--- src/rtl/edf_irq_dispatch.sv ---
// EDF interrupt dispatcher: takes the EDF arbitration winner, presents it
// to the core, measures request-to-ack latency and flags protocol errors.
//
// Ports:
//   clk_i, rst_ni          clock, async active-low reset
//   irq_valid_i/irq_id_i   winner from the EDF controller
//   irq_ready_o            accept strobe (state-only decode)
//   core_irq_o/_id_o       request and ID presented to the core
//   core_ack_i             core takes the interrupt
//   core_complete_i/_id_i  end of handler and completed ID
//   err_clr_i/err_o        clear and sticky protocol error
//   busy_o/active_id_o     pending/in-service flag and held ID
//   lat_cnt_o              latency of the last acknowledged interrupt
module edf_irq_dispatch #(
  parameter int unsigned NrIrqs   = 4,
  parameter int unsigned CntWidth = 16,
  localparam int unsigned IdWidth = $clog2(NrIrqs)
) (
  input  logic                clk_i,
  input  logic                rst_ni,
  input  logic                irq_valid_i,
  input  logic [IdWidth-1:0]  irq_id_i,
  output logic                irq_ready_o,
  output logic                core_irq_o,
  output logic [IdWidth-1:0]  core_irq_id_o,
  input  logic                core_ack_i,
  input  logic                core_complete_i,
  input  logic [IdWidth-1:0]  core_complete_id_i,
  input  logic                err_clr_i,
  output logic                busy_o,
  output logic [IdWidth-1:0]  active_id_o,
  output logic                err_o,
  output logic [CntWidth-1:0] lat_cnt_o
);

  typedef enum logic [1:0] {
    IDLE    = 2'd0,
    PEND    = 2'd1,
    SERVICE = 2'd2
  } state_e;

  state_e              state_q, state_d;
  logic [IdWidth-1:0]  id_q, id_d;
  logic [CntWidth-1:0] cnt_q, cnt_d;
  logic [CntWidth-1:0] lat_q, lat_d;
  logic                err_q, err_d;
  logic                id_match;
  logic                err_evt;

  assign id_match = (core_complete_id_i == id_q);

  // Any complete outside SERVICE, or with the wrong ID, is an error.
  assign err_evt = core_complete_i &&
                   ((state_q != SERVICE) || !id_match);

  always_comb begin
    state_d = state_q;
    id_d    = id_q;
    cnt_d   = cnt_q;
    lat_d   = lat_q;
    unique case (state_q)
      IDLE: begin
        if (irq_valid_i) begin
          id_d    = irq_id_i;
          cnt_d   = '0;
          state_d = PEND;
        end
      end
      PEND: begin
        // Saturate rather than wrap so a long stall reads as max.
        if (cnt_q != {CntWidth{1'b1}}) begin
          cnt_d = cnt_q + CntWidth'(1);
        end
        if (core_ack_i) begin
          lat_d   = cnt_q;
          state_d = SERVICE;
        end
      end
      SERVICE: begin
        if (core_complete_i && id_match) begin
          state_d = IDLE;
        end
      end
      default: state_d = IDLE;
    endcase
  end

  // Error event wins over a simultaneous clear.
  always_comb begin
    err_d = err_q;
    if (err_evt) begin
      err_d = 1'b1;
    end else if (err_clr_i) begin
      err_d = 1'b0;
    end
  end

  always_ff @(posedge clk_i or negedge rst_ni) begin
    if (!rst_ni) begin
      state_q <= IDLE;
      id_q    <= '0;
      cnt_q   <= '0;
      lat_q   <= '0;
      err_q   <= 1'b0;
    end else begin
      state_q <= state_d;
      id_q    <= id_d;
      cnt_q   <= cnt_d;
      lat_q   <= lat_d;
      err_q   <= err_d;
    end
  end

  assign irq_ready_o   = (state_q == IDLE);
  assign core_irq_o    = (state_q == PEND);
  assign busy_o        = (state_q != IDLE);
  assign core_irq_id_o = id_q;
  assign active_id_o   = id_q;
  assign err_o         = err_q;
  assign lat_cnt_o     = lat_q;

endmodule

--- config.mk ---
export PLATFORM = sky130hd
export DESIGN_NAME = edf_irq_dispatch
export DESIGN_NICKNAME = d
export VERILOG_FILES = /design/src/rtl/edf_irq_dispatch.sv
export SDC_FILE = /design/constraint.sdc
export NUM_CORES = 1
export LEC_CHECK = 0
export ABC_AREA = 1
export CAP_MARGIN = 25
export CORE_MARGIN = 2
export CORE_UTILIZATION = 47
export DETAILED_ROUTE_END_ITERATION = 10
export HOLD_SLACK_MARGIN = 0.15
export PLACE_DENSITY_LB_ADDON = 0.15
export SYNTH_ARGS = -nofsm -noshare
export SYNTH_HDL_FRONTEND = slang
export SYNTH_SLANG_ARGS = --single-unit
--- constraint.sdc ---
create_clock -name clk_i -period 1.3 [get_ports clk_i]
set_input_delay 0.13 -clock clk_i [delete_from_list [all_inputs] [get_ports clk_i]]
set_output_delay 0.13 -clock clk_i [all_outputs]
set_load 0.01 [all_outputs]
# Word-level counts from Yosys, hierarchy flattened
# Cells that the tools add are included.
# classes
addsub,1
n_eq_ne,9
muxes,9
n_reduce_logical,12
# op_table
cell,count
$mux W16,2
$pmux W16 S2,1
$add A16 B1 Y16 const B,1
$ne A16 B16 Y1 const B,1
$mux W2,3
$ne A2 B2 Y1 const B,3
$pmux W2 S3,1
$reduce_and A3 Y1,2
$reduce_bool A2 Y1,3
$ne A2 B1 Y1 const B,2
$reduce_and A2 Y1,2
$eq A2 B1 Y1 const B,1
$eq A2 B2 Y1,1
$eq A2 B2 Y1 const B,1
$logic_and A1 B1 Y1,2
$logic_not A2 Y1,1
$mux W1,2
$logic_not A1 Y1,1
$logic_or A1 B1 Y1,1
# totals
regBits,37
in_bits,10
output_inout_bits,24
wordCells,36

# Logic depth before layout (Yosys ltp)
# Gate-level depths: netlist (run 1).
# logic_depth
depth_word,5
mapped_depth,8
depth_no_buf,8

# Worst setup path before layout (run 1)
# OpenSTA, ideal clock, no wires.
# synth_timing
path_type,register to register
startpoint,reg state_q[1]
endpoint,"reg lat_q[1], in the netlist lat_cnt_o[1]"
setup_ns,0.128
arrival_ns,1.266
t_required_ns,1.172
slack_ns,-0.093
stages_incl_launch_ff,7
path_buffers,1
synth_period_minus_slack_ns,1.393
cell_sequence,dfrtp_1 inv_1 nand2_2 inv_2 nand2_1 buf_2 mux2_1
# synth_between
elab_chain_cells,2
# synth_lines
element,line,text
start: declaration,42,"state_e state_q, state_d;"
start signal: assignment,106,state_q <= state_d;
$eq A2 B1 Y1,--,
net core_irq_o,24,"output logic core_irq_o,"
$reduce_and A2 Y1 (no source line),--,
end signal: assignment,109,lat_q <= lat_d;
end: declaration,45,"logic [CntWidth-1:0] lat_q, lat_d;"
# The timed path passes the listed nets, and every way through them passes these cells.
# A chain may end at the register's enable or synchronous reset.

# Final worst setup path (run 1)
# layout_timing
startpoint,reg cnt_q[1]
endpoint,reg cnt_q[2]
# layout_between
elab_chain_cells,3
word_cells_on_any_way,6
classes_between,add/sub (1); eq/ne (2); mux (2); reduce/logical (1)
# layout_lines
element,line,text
start: declaration,44,"logic [CntWidth-1:0] cnt_q, cnt_d;"
start signal: assignment,108,cnt_q <= cnt_d;
$add A16 B1 Y16 or $ne A16 B16 Y1 (tied branches),"72, 71",
$mux W16 or $ne A2 B1 Y1 (tied branches),--,
$pmux W16 S2 or $reduce_and A3 Y1 (tied branches),--,
# Several ways; a longest one is shown, not always the timed one. The select of a mux whose other input is x is not followed.

==> results of run 1 <==
final timing paths:
check | start | to | slack, ns
min in group clk_i | irq_id_i[1] | active_id_o[1]$_DFFE_PN0P_ | 0.38
worst max register to register | cnt_q[1]$_DFFE_PN0P_ | cnt_q[2]$_DFFE_PN0P_ | -0.16
worst min register to register | lat_cnt_o[10]$_DFFE_PN0P_ | lat_cnt_o[10]$_DFFE_PN0P_ | 0.48
worst max-delay path | cnt_q[1]$_DFFE_PN0P_ | cnt_q[2]$_DFFE_PN0P_ | -0.16
worst min-delay path | rst_ni | lat_cnt_o[1]$_DFFE_PN0P_ | 0.34
max in group asynchronous | rst_ni | lat_cnt_o[10]$_DFFE_PN0P_ | 0.78
layer usage:
| metal | track usage [%] | vias to the layer above |
|---|---|---|
| met2 | 39.4 | 58 |
| met4 | 7.91 | 0 |
| met3 | 6.08 | 10 |
| met1 | 31.5 | 842 |
| met5 | 0 | - |
| li1 | - | 919 |
per-stage QoR:
stage | instance area [um2] | setup TNS (ns) | util, %
CTS | 2630 | -1.59 | 70.3
global route | 2680 | -3.28 | 71.5
detailed placement | 2490 | -1.84 | 66.5
global placement | 2490 | -0.927 | 66.5
floorplan | 1870 | -0.761 | -
finish | 2680 | -1.97 | 71.5
sequential cells by signal, indices dropped and copies added (netlist names):
signal and count:
cnt_q 16, active_id_o 2, lat_cnt_o 16, state_q 2, err_o 1
kinds of logic after synthesis:
kind of cell               synth area share, %
AOI/OAI and AO/OA                         6.66
xor gates and xnor gates                 0.942
adders and majority gates                0.672
buffers and inverters                     6.99
DFF                                       49.8
muxes                                     1.21
and+or+nand+nor                           33.8
critical path, delay by kind of cell (launching register included):
kind | cells | cell delay, ns
AO/OA/AOI/OAI | 1 | 0.25
flip-flops | 1 | 0.36
adder cells (fa/ha/maj) | 1 | 0.19
buffers and inverters | 1 | 0.18
AND/OR/NAND/NOR | 5 | 0.42
cell type report:
type                            count  area [um2]
Sequential cell                    37         926
Inverter                           20        80.1
Clock buffer                        7        86.3
Tap cell                           48        60.1
Timing Repair Buffer               78         663
Fill cell                         311        1070
Multi-Input combinational cell    172         862
cells in the final DEF, fill, tap and decap left out, drive strengths merged, types with 2 or more instances in the layout:
cell / n
nand4: 6
nor2: 22
dlygate4sd2: 18
nand3: 33
dfrtp: 37
nand2: 81
inv: 20
buf: 47
clkdlybuf4s50: 8
dlymetal6s2s: 3
xnor2: 2
o21ai: 21
mux2: 2
clkbuf: 8
timing repair:
action / in CTS / in global routing
gates resized for setup: 30 / 25
setup buffers: 7 / 0
cloned: 0 / 0
endpoints found under the hold margin: 37 / 0
hold buffers: 1 / 0
pin swaps: 5 / 7
setup endpoints to repair: 37 / 38
power breakdown:
| part | switching [uW] | internal (uW) | leakage, uW |
|---|---|---|---|
| clock network | 378 | 420 | 0.0000443 |
| registers | 131 | 1320 | 0.000503 |
| logic | 893 | 824 | 0.000868 |
==> impl_metrics.yaml, run 1 <==
grt:
  antenna_found_initial: 0
  grt.overflow.total: 0
  grt_pass1_wl_um: 8010
  grt_pass1_vias: 1786
  grt_max_degree: 38
  grt_util_all_layers_pct: 24.2
timing:
  post-route-period-util_pct: 112
  fin_skew_ns: 0.00473
  hold_violations: 0
  setup_viol: 16
  rsz0062_at_grt: "true"
  max_freq_ghz: 0.685
  min_period_ns: 1.46
  worst_slew_pin_slew_ns: 0.273
  fin_hold_ws_ns: 0.341
  slew_headroom_pct: 81.7
  finalWorstSetupSlack_ns: -0.160
  slew_viol_final: 0
critical_path:
  rr_worst_depth: 8
  slowest_stage: "dfrtp_1"
  worstPathCellList: "ha_2 -> nand2_2 -> nor2_4 -> nand2_4 -> o21ai_4 -> buf_4 -> nand3_1 -> nand2_1"
  worstSetupStartpointType: "flop"
  crit_arrival_ns: 1.68
  worst-setup-path-type: "flop to flop"
  slowest_delay_ns: 0.36
  cp.required_ns: 1.53
  end_kind: "flop"
  cp_max_fo: 7
synthesis:
  synthTopCellsByArea: "dfrtp_1 (50%), nand2_1 (16%), nand3_1 (8.9%)"
  synth_cell_types: 24
  syn_area_um2: 1860
  yosysMostFrequentCell: "nand2_1"
  ys_seq_area_share_pct: 49.8
  synth_edf_count: 0
  synth.yosys.warnings: 0
  syn_nets: 249
  synth_ff_type: "dfrtp_1"
  synthTopCellsByCount: "nand2_1 (78), dfrtp_1 (37), nand3_1 (33), nor2_1 (20), o21ai_0 (20)"
  synth_seq_cells: 37
  synth_top_area_cell: "dfrtp_1"
  synth_top_area_share_pct: 49.8
  syn_avg_cell_area_um2: 7.82
  synthesis.instances: 238
  async_reset_ff_share_pct: 100
final_layout:
  final_cells: 362
  areaGrowthSynthToFinish_pct: 43.9
  fin_nets: 325
  n_antenna_cell: 0
  drive_gt1_share_pct: 25.2
outcome:
  outcome: "finished with violations"
  violations: "setup timing"
clock_network:
  cts_root_buf: "clkbuf_8"
  path_clk_slew_ns: 0.07
  cts.sinks: 37
  worst_skew_pair.late_latency_ns: 0.28
  htreeDepth: 2
  cts_tree: "built"
  cts_made_buffers: 5
  clockBufferDepth: 2
routing:
  wire_per_inst_um: 13.0
  met3_length_um: 234
  top_layer_used: "met4"
  route.met2.wl_um: 2220
  route.detailed.drc: 0
  finalWirelength_um: 4700
  vias: 1829
  firstDrtPassIters: 6
  drt_iter0_drc: 171
  viasPerCell: 5.05
  wl_met1_um: 2170
  postRouteAntennaNets: 0
die:
  coreArea_um2: 3740
  ios: 34
  die_height_um: 66.9
  initial_utilization_pct: 49.7
  dieArea_um2: 4480
  row_count: 22
  die_w_um: 66.9
power:
  totalPowerFinal_uw: 3970
  power.density_nw_per_um2: 1480
  p_leak_uw: 0.00142
  peakVddDrop_v: 0.00118
placement:
  pre_cts_ws_ns: -0.140
  place.gp.congestion: 0.933
  dp_hpwl_um: 3430
  placed_cells: 347
  io_buffers: 33
run:
  cap_violations: 0
hold_path:
  hp-class: "primary input to asynchronous set/reset pin"
No activity file was read; power rests on OpenSTA's default activity.
==> run 2: changes to the inputs <==
CTS_CLUSTER_SIZE = 28   (was not set)
==> results of run 2 <==
No change in the layout: final DEF, timing and power equal those of run 1.
